==> config.mk <==
export PLATFORM = sky130hd
export DESIGN_NAME = fb_access_scheduler_flat
export DESIGN_NICKNAME = d
export VERILOG_FILES = /design/src/rtl/fb_access_scheduler_if.sv /design/src/rtl/fb_access_scheduler.sv /design/src/flat_wrapper.sv
export SDC_FILE = /design/constraint.sdc
export NUM_CORES = 1
export LEC_CHECK = 0
export CORE_MARGIN = 2
export CORE_UTILIZATION = 45
export DETAILED_ROUTE_END_ITERATION = 10
export PLACE_DENSITY = 0.67
export RECOVER_POWER = 25
export SETUP_SLACK_MARGIN = 0.15
export SYNTH_ARGS = -nofsm -noshare
export SYNTH_HDL_FRONTEND = slang
export SYNTH_SLANG_ARGS = --single-unit
==> constraint.sdc <==
create_clock -name Dclk -period 10.2 [get_ports Dclk]
set_input_delay 2.04 -clock Dclk [delete_from_list [all_inputs] [get_ports Dclk]]
set_output_delay 2.04 -clock Dclk [all_outputs]
set_load 0.05 [all_outputs]
==> src/rtl/fb_access_scheduler_if.sv <==
// rtl/fb_access_scheduler_if.sv - draw-write and framebuffer RAM bus bundle
// Purpose: groups the GPU write handshake and the single-port RAM bus.
//   wr_valid/wr_ready : draw write handshake, wr_x/wr_y/wr_rgb : write pixel
//   mem_addr/mem_we/mem_wdata : RAM command, mem_rdata : RAM read data (1-cycle latency)
// Modports: slave = scheduler side, master = requester/RAM side.
interface fb_access_scheduler_if #(
    parameter int ADDR_W = 19
);
    logic              wr_valid;
    logic              wr_ready;
    logic [9:0]        wr_x;
    logic [8:0]        wr_y;
    logic [23:0]       wr_rgb;
    logic [ADDR_W-1:0] mem_addr;
    logic              mem_we;
    logic [23:0]       mem_wdata;
    logic [23:0]       mem_rdata;

    modport slave (
        input  wr_valid, wr_x, wr_y, wr_rgb, mem_rdata,
        output wr_ready, mem_addr, mem_we, mem_wdata
    );

    modport master (
        output wr_valid, wr_x, wr_y, wr_rgb, mem_rdata,
        input  wr_ready, mem_addr, mem_we, mem_wdata
    );
endinterface

==> src/rtl/fb_access_scheduler.sv <==
// rtl/fb_access_scheduler.sv - framebuffer RAM arbiter between LCD scanout and draw writes
// Purpose: one memory op per cycle; scanout reads prefetch into a pixel FIFO,
//   draw writes take the remaining cycles. Optional macro FB_STARVE_GUARD_EN adds
//   a write-starvation counter that forces a write grant after STARVE_LIMIT waits.
// Ports: Dclk/reset (sync, active-high); frame_start (flush + restart fetch);
//   pix_pop/pix_rgb/pix_valid/underflow/fifo_level (scanout side);
//   bus (slave modport): draw write handshake and RAM bus.
module fb_access_scheduler #(
    parameter int          H_ACTIVE      = 800,
    parameter int          V_ACTIVE      = 480,
    parameter int          ADDR_W        = 19,
    parameter int          FIFO_DEPTH    = 16,
    parameter int          LOW_WATER     = 4,
    parameter logic [23:0] UNDERFLOW_RGB = 24'hFF00FF
`ifdef FB_STARVE_GUARD_EN
    ,
    parameter int          STARVE_LIMIT  = 64
`endif
) (
    input  logic                          Dclk,
    input  logic                          reset,
    input  logic                          frame_start,
    input  logic                          pix_pop,
    output logic [23:0]                   pix_rgb,
    output logic                          pix_valid,
    output logic                          underflow,
    output logic [$clog2(FIFO_DEPTH):0]   fifo_level,
    fb_access_scheduler_if.slave          bus
);
    localparam int PTR_W = $clog2(FIFO_DEPTH);
    localparam int LVL_W = PTR_W + 1;
    localparam logic [LVL_W:0]      DEPTH_C   = (LVL_W+1)'(FIFO_DEPTH);
    localparam logic [LVL_W:0]      LOW_C     = (LVL_W+1)'(LOW_WATER);
    localparam logic [ADDR_W-1:0]   LAST_ADDR = ADDR_W'(H_ACTIVE * V_ACTIVE - 1);
    localparam logic [ADDR_W-1:0]   H_MUL     = ADDR_W'(H_ACTIVE);
    localparam logic [9:0]          H_LIM     = 10'(H_ACTIVE);
    localparam logic [8:0]          V_LIM     = 9'(V_ACTIVE);

    logic [23:0]       fifo_q [FIFO_DEPTH];
    logic [PTR_W-1:0]  rd_ptr_q, rd_ptr_d, wr_ptr_q, wr_ptr_d;
    logic [LVL_W-1:0]  level_q, level_d;
    logic              inflight_q, inflight_d;
    logic [ADDR_W-1:0] fetch_addr_q, fetch_addr_d;
    logic [ADDR_W-1:0] mem_addr_q, mem_addr_d;
    logic [23:0]       pix_rgb_q, pix_rgb_d;
    logic              underflow_q, underflow_d;

    logic [LVL_W:0]    occ;
    logic              fetch_ok, urgent, force_wr, do_read, do_write, in_range;
    logic              push, pop_ok, pop_hit;
    logic [ADDR_W-1:0] wr_addr, mem_addr_c;
    logic              mem_we_c, wr_ready_c;
    logic [23:0]       mem_wdata_c;

`ifdef FB_STARVE_GUARD_EN
    localparam int          SW       = $clog2(STARVE_LIMIT + 1);
    localparam logic [SW-1:0] STARVE_C = SW'(STARVE_LIMIT);
    logic [SW-1:0] starve_q, starve_d;

    // Forced grant still needs one buffered pixel so the LCD is not starved instead.
    assign force_wr = bus.wr_valid && (starve_q == STARVE_C) && (level_q != '0);

    always_comb begin
        starve_d = starve_q;
        if (!bus.wr_valid || wr_ready_c) begin
            starve_d = '0;
        end else if (starve_q != STARVE_C) begin
            starve_d = starve_q + 1'b1;
        end
    end

    always_ff @(posedge Dclk) begin
        if (reset) starve_q <= '0;
        else       starve_q <= starve_d;
    end
`else
    assign force_wr = 1'b0;
`endif

    // Arbitration: scanout first when below low water or when nobody wants to write.
    always_comb begin
        occ      = {1'b0, level_q} + {{LVL_W{1'b0}}, inflight_q};
        fetch_ok = (occ < DEPTH_C) && !frame_start;
        urgent   = occ < LOW_C;
        do_read  = !reset && fetch_ok && (urgent || !bus.wr_valid) && !force_wr;
        do_write = !reset && !do_read && bus.wr_valid;
        in_range = (bus.wr_x < H_LIM) && (bus.wr_y < V_LIM);
        wr_addr  = ADDR_W'(bus.wr_y) * H_MUL + ADDR_W'(bus.wr_x);

        wr_ready_c  = 1'b0;
        mem_we_c    = 1'b0;
        mem_wdata_c = '0;
        mem_addr_c  = mem_addr_q;
        if (reset) begin
            mem_addr_c = '0;
        end else if (do_read) begin
            mem_addr_c = fetch_addr_q;
        end else if (do_write) begin
            wr_ready_c = 1'b1;
            // Off-screen writes are acknowledged but never reach the RAM.
            if (in_range) begin
                mem_we_c    = 1'b1;
                mem_addr_c  = wr_addr;
                mem_wdata_c = bus.wr_rgb;
            end
        end
    end

    assign bus.wr_ready  = wr_ready_c;
    assign bus.mem_we    = mem_we_c;
    assign bus.mem_addr  = mem_addr_c;
    assign bus.mem_wdata = mem_wdata_c;

    // FIFO / fetch state. frame_start both discards the word returning now and
    // suppresses the pop, so a new frame always starts from a clean FIFO.
    always_comb begin
        push    = inflight_q && !frame_start;
        pop_ok  = pix_pop && !frame_start;
        pop_hit = pop_ok && (level_q != '0);

        rd_ptr_d     = rd_ptr_q;
        wr_ptr_d     = wr_ptr_q;
        fetch_addr_d = fetch_addr_q;
        pix_rgb_d    = pix_rgb_q;
        underflow_d  = underflow_q;
        inflight_d   = do_read;
        mem_addr_d   = mem_addr_c;
        level_d      = level_q + LVL_W'(push) - LVL_W'(pop_hit);

        if (do_read) begin
            fetch_addr_d = (fetch_addr_q == LAST_ADDR) ? '0 : fetch_addr_q + 1'b1;
        end
        if (push) begin
            wr_ptr_d = wr_ptr_q + 1'b1;
        end
        if (pop_hit) begin
            pix_rgb_d = fifo_q[rd_ptr_q];
            rd_ptr_d  = rd_ptr_q + 1'b1;
        end else if (pop_ok) begin
            pix_rgb_d   = UNDERFLOW_RGB;
            underflow_d = 1'b1;
        end
        if (frame_start) begin
            level_d      = '0;
            rd_ptr_d     = '0;
            wr_ptr_d     = '0;
            fetch_addr_d = '0;
        end
    end

    always_ff @(posedge Dclk) begin
        if (reset) begin
            rd_ptr_q     <= '0;
            wr_ptr_q     <= '0;
            level_q      <= '0;
            inflight_q   <= 1'b0;
            fetch_addr_q <= '0;
            mem_addr_q   <= '0;
            pix_rgb_q    <= '0;
            underflow_q  <= 1'b0;
        end else begin
            rd_ptr_q     <= rd_ptr_d;
            wr_ptr_q     <= wr_ptr_d;
            level_q      <= level_d;
            inflight_q   <= inflight_d;
            fetch_addr_q <= fetch_addr_d;
            mem_addr_q   <= mem_addr_d;
            pix_rgb_q    <= pix_rgb_d;
            underflow_q  <= underflow_d;
        end
    end

    // Storage needs no reset: the pointers and level define what is valid.
    always_ff @(posedge Dclk) begin
        if (push) begin
            fifo_q[wr_ptr_q] <= bus.mem_rdata;
        end
    end

    assign pix_rgb    = pix_rgb_q;
    assign pix_valid  = (level_q != '0);
    assign underflow  = underflow_q;
    assign fifo_level = level_q;
endmodule

==> src/flat_wrapper.sv <==
// flat-port wrapper written by rule: the top's interface ports become plain ports
module fb_access_scheduler_flat 
#(
    parameter int          H_ACTIVE      = 800,
    parameter int          V_ACTIVE      = 480,
    parameter int          ADDR_W        = 19,
    parameter int          FIFO_DEPTH    = 16,
    parameter int          LOW_WATER     = 4,
    parameter logic [23:0] UNDERFLOW_RGB = 24'hFF00FF

)
  (Dclk, reset, frame_start, pix_pop, pix_rgb, pix_valid, underflow, fifo_level, bus_wr_valid, bus_wr_x, bus_wr_y, bus_wr_rgb, bus_mem_rdata, bus_wr_ready, bus_mem_addr, bus_mem_we, bus_mem_wdata);
  fb_access_scheduler_if #(.ADDR_W(ADDR_W)) bus_i ();
  input  logic Dclk;
  input  logic reset;
  input  logic frame_start;
  input  logic pix_pop;
  output logic [23:0] pix_rgb;
  output logic pix_valid;
  output logic underflow;
  output logic [$clog2(FIFO_DEPTH):0] fifo_level;
  input wire logic [$bits(bus_i.wr_valid)-1:0] bus_wr_valid;
  input wire logic [$bits(bus_i.wr_x)-1:0] bus_wr_x;
  input wire logic [$bits(bus_i.wr_y)-1:0] bus_wr_y;
  input wire logic [$bits(bus_i.wr_rgb)-1:0] bus_wr_rgb;
  input wire logic [$bits(bus_i.mem_rdata)-1:0] bus_mem_rdata;
  output wire logic [$bits(bus_i.wr_ready)-1:0] bus_wr_ready;
  output wire logic [$bits(bus_i.mem_addr)-1:0] bus_mem_addr;
  output wire logic [$bits(bus_i.mem_we)-1:0] bus_mem_we;
  output wire logic [$bits(bus_i.mem_wdata)-1:0] bus_mem_wdata;
  assign bus_i.wr_valid = bus_wr_valid;
  assign bus_i.wr_x = bus_wr_x;
  assign bus_i.wr_y = bus_wr_y;
  assign bus_i.wr_rgb = bus_wr_rgb;
  assign bus_i.mem_rdata = bus_mem_rdata;
  assign bus_wr_ready = bus_i.wr_ready;
  assign bus_mem_addr = bus_i.mem_addr;
  assign bus_mem_we = bus_i.mem_we;
  assign bus_mem_wdata = bus_i.mem_wdata;
  fb_access_scheduler #(.H_ACTIVE(H_ACTIVE), .V_ACTIVE(V_ACTIVE), .ADDR_W(ADDR_W), .FIFO_DEPTH(FIFO_DEPTH), .LOW_WATER(LOW_WATER), .UNDERFLOW_RGB(UNDERFLOW_RGB)) u_core (.Dclk(Dclk), .reset(reset), .frame_start(frame_start), .pix_pop(pix_pop), .pix_rgb(pix_rgb), .pix_valid(pix_valid), .underflow(underflow), .fifo_level(fifo_level), .bus(bus_i));
endmodule
==> results.txt <==
The worst setup path endpoint is bus_mem_addr[18]. The remaining max-slew budget at the tightest pin is 21.9%. The clock network latency to the later pin of the worst-skew pair is 580 ps. Sorting the synthesized cells by how often they occur yields edfxtp_1 (384), mux4_2 (120), nor2_1 (84). The tree is rooted in a clkbuf_16. The largest individual stage delay along the critical path comes from the cell clkdlybuf4s50_1.

The starting utilization of the core area is 45.3%. Once detailed placement completed, the half-perimeter wirelength came to 24.7 mm. Tracing the worst setup path back leads to its startpoint at bus_wr_y[2]. The number of storage elements in the synthesis netlist came out at 465.

The worst IR drop on VDD is 164 µV. The share of cells above drive strength 1 is 16.8%. The max-cap violation count is 0. The maximum number of pins on one net before global-route repair came out at 61. The number of buffers created by CTS came out at 46. The count of flip-flops with a built-in enable after synthesis came out at 384. The final count of pins violating max slew is 0. Among all flip-flop cells after synthesis, the most frequent one is edfxtp_1.

Setup repair after global routing left no endpoint under its margin. The number of antenna violations at the first check in global routing was 3. The aggregate global-route resource usage is 19.8%.

The number of H-tree branching levels came out at 2. Data on the critical path is required at its endpoint by 8160 ps. The detailed router finished its first iteration with 822 violations. The cell count after synthesis came out at 1142. Post-CTS timing repair inserted 0 buffers for setup. The worst setup path is captured at an output port. Input and output buffers added on the ports amount to 147. The post-route DRC violation count came out at 0. The first global-routing pass estimated 65.6 mm of wire. The largest fanout on the critical path is 8. The run finished with clean final reports. The layout net count is 1419. The count of standard-cell rows came out at 76.

At the pin with the least slew margin, the transition time is 1170 ps. The final weighted congestion in routability-driven placement is 0.815. The maximum number of buffers from clock root to sink is 3. The number of synthesis warnings came out at 0. The layout filler cell count is 3387. The worst setup path is launched from a primary input. The total congestion overflow after global routing is 0. The clock input transition at the sequential cells of the worst setup and hold paths came out at 60 ps.

The total power per unit cell area came out at 181 nW/µm². Pin placement for this block handled 148 I/O pins. The worst setup skew after layout came out at 10.8 ps.

The overall routed net length is 43.6 mm. The distinct cell type count after synthesis came out at 50. On the worst path, the slowest cell contributes a delay of 870 ps. Dividing the detail-routed wire length by the instance count gives 23.3 µm. The number of global-route vias before repair came out at 10722. Summed over its instances, the top area cell type makes up 59.4% of the synthesized netlist area. Sequential elements use 67.8% of the synthesized area.

The minimum setup slack among reg-to-reg paths came out at 6540 ps. The highest achievable clock rate came out at 115 MHz. The post-route fraction of the period consumed by the critical path came out at 85.6%. The data arrival time of the worst path is 6690 ps. In this run the worst hold path is classified as register to register. Adding up every negative setup slack in the final design gives 0 ps. Setup violations remaining at the end of the flow were counted as 0.

edfxtp_1 is the most common cell in the netlist. The final non-filler cell area came out at 23000 µm². By area the synthesized netlist is led by edfxtp_1 (59%), mux4_2 (14%), dfxtp_1 (8.4%). Traced cell by cell, the critical path runs through clkdlybuf4s50_1, ha_1, ha_1, fa_1, ha_1, a21o_1, a21oi_1, nor2_1, o41ai_1, xnor2_1, a31oi_1, o31ai_1, clkdlybuf4s50_1. The net count after synthesis came out at 1272. The count of TritonRoute iterations in the first routing pass is 5. By startpoint and endpoint, the worst setup path is classified as primary input to output port.

The number of hold-repair buffers added at the cts stage came out at 0. The TritonCTS clock tree is done. The height of the chip came out at 212 µm. The overall die width came out at 212 µm. The mean post-synth cell area is 17.0 µm². The number of resized instances in the post-cts repair step came out at 0. The post-route minimum period came out at 8730 ps. The synthesized area is 19400 µm².

The most numerous cell type found on the critical path is ha_1. The leakage power total came out at 7.32 nW. The largest area contributor in the synthesized netlist is edfxtp_1.

From synthesis to final layout, the design area changed by 18.3%. The vias after detailed routing came out at 10675. In this run the critical register-to-register path is captured at u_core.pix_rgb[17]. The number of nets still failing antenna checks after routing came out at 0. The post-detailed-placement cell area came out at 21500 µm².

The core region is 42800 µm². The proportion of register bits with asynchronous set or reset after synthesis came out at 0%. The total number of clock tree sinks is 465. The number of cells on the worst reg-to-reg path is 6. The die covers 44800 µm². The number of hold violations in the final report came out at 0.

The via count normalized by instance count is 5.70.
kinds of logic after synthesis:
kind of cell	count (synthesis)	share of synthesized area, %
XOR/XNOR	43	1.94
flip-flops	465	67.8
AND/OR/NAND/NOR	255	6.51
adder cells (fa/ha/maj)	58	3.97
multiplexers	128	14.3
buffers and inverters	89	1.85
AO/OA/AOI/OAI	104	3.61
worst min-delay path by stage:
stage / start / to / depth (start not counted)
2_1_floorplan: u_core.mem_addr_q[14] / u_core.mem_addr_q[14] / 2
3_3_place_gp: u_core.underflow / u_core.underflow / 2
3_5_place_dp: u_core.underflow / u_core.underflow / 2
4_1_cts: u_core.pix_rgb[7] / u_core.pix_rgb[7] / 2
5_1_grt: u_core.pix_rgb[18] / u_core.pix_rgb[18] / 2
6_report: u_core.pix_rgb[7] / u_core.pix_rgb[7] / 2
per-stage QoR:
| step | utilization [%] | hold slack (ps) | power [mW] | std cells | setup WS [ps] |
|---|---|---|---|---|---|
| detailed placement | 50.4 | 484 | 2.61 | 1787 | 1510 |
| global route | 53.7 | 507 | 4.31 | 1873 | 1190 |
| finish | 53.7 | 492 | 4.16 | 1874 | 1470 |
| CTS | 53.7 | 496 | 4.20 | 1872 | 1490 |
| floorplan | - | 461 | 2.44 | 1142 | 2190 |
| global placement | 50.4 | 454 | 2.60 | 1787 | 1530 |
final cells by class:
class,instances,area [µm²],area share (%)
antenna,2,5.00,0.0218
clock buffer,69,1280,5.56
clock inverter,16,134,0.583
inverter,27,104,0.452
multi-input combinational,588,6020,26.2
sequential,465,13200,57.3
tap,546,683,2.97
timing repair buffer,161,1570,6.84
worst max-delay path, delay by kind of cell:
family / cells / cell delay (ps)
adder cells (fa/ha/maj): 4 / 1460
buffers and inverters: 2 / 1330
AND/OR/NAND/NOR: 1 / 140
XOR/XNOR: 1 / 240
AO/OA/AOI/OAI: 5 / 1480
power breakdown:
| part | internal, mW | switching (mW) |
|---|---|---|
| sequential | 2.08 | 0.0138 |
| clock | 0.897 | 0.695 |
| combinational | 0.180 | 0.299 |
| total | 3.15 | 1.01 |
layer usage:
layer | GRT usage [%] | share of wire, % | up-vias | routed length [µm]
li1 | - | - | 4819 | -
met1 | 26.3 | 42 | 5416 | 18100
met2 | 33.7 | 50 | 372 | 21600
met3 | 3.52 | 6.7 | 64 | 2940
met4 | 5.95 | 2.2 | 4 | 950
met5 | 0 | 0.044 | - | 19
sequential cells by signal, summed over array words and instances (netlist names), named ones only:
signal,count
u_core.fifo_level,5
u_core.fetch_addr_q,19
u_core.pix_rgb,24
u_core.inflight_q,1
u_core.fifo_q,384
u_core.rd_ptr_q,4
u_core.wr_ptr_q,4
u_core.underflow,1
u_core.mem_addr_q,19
placed cells by master (no fill, tap or decap), drive strengths merged, types with 6 or more instances in the layout:
cell / count
edfxtp: 384
clkdlybuf4s50: 130
mux4: 120
nor2: 84
dfxtp: 81
clkbuf: 69
ha: 52
nor3: 44
nand2: 38
inv: 29
and2: 27
xor2: 22
xnor2: 21
o31ai: 21
o21ai: 21
a21oi: 18
dlygate4sd3: 16
nand4: 15
buf: 15
nand3: 11
clkinv: 11
a22o: 10
mux2i: 8
a22oi: 8
nor4: 8
and3: 7
o211ai: 6
fa: 6
(Power assumes the default switching activity.)
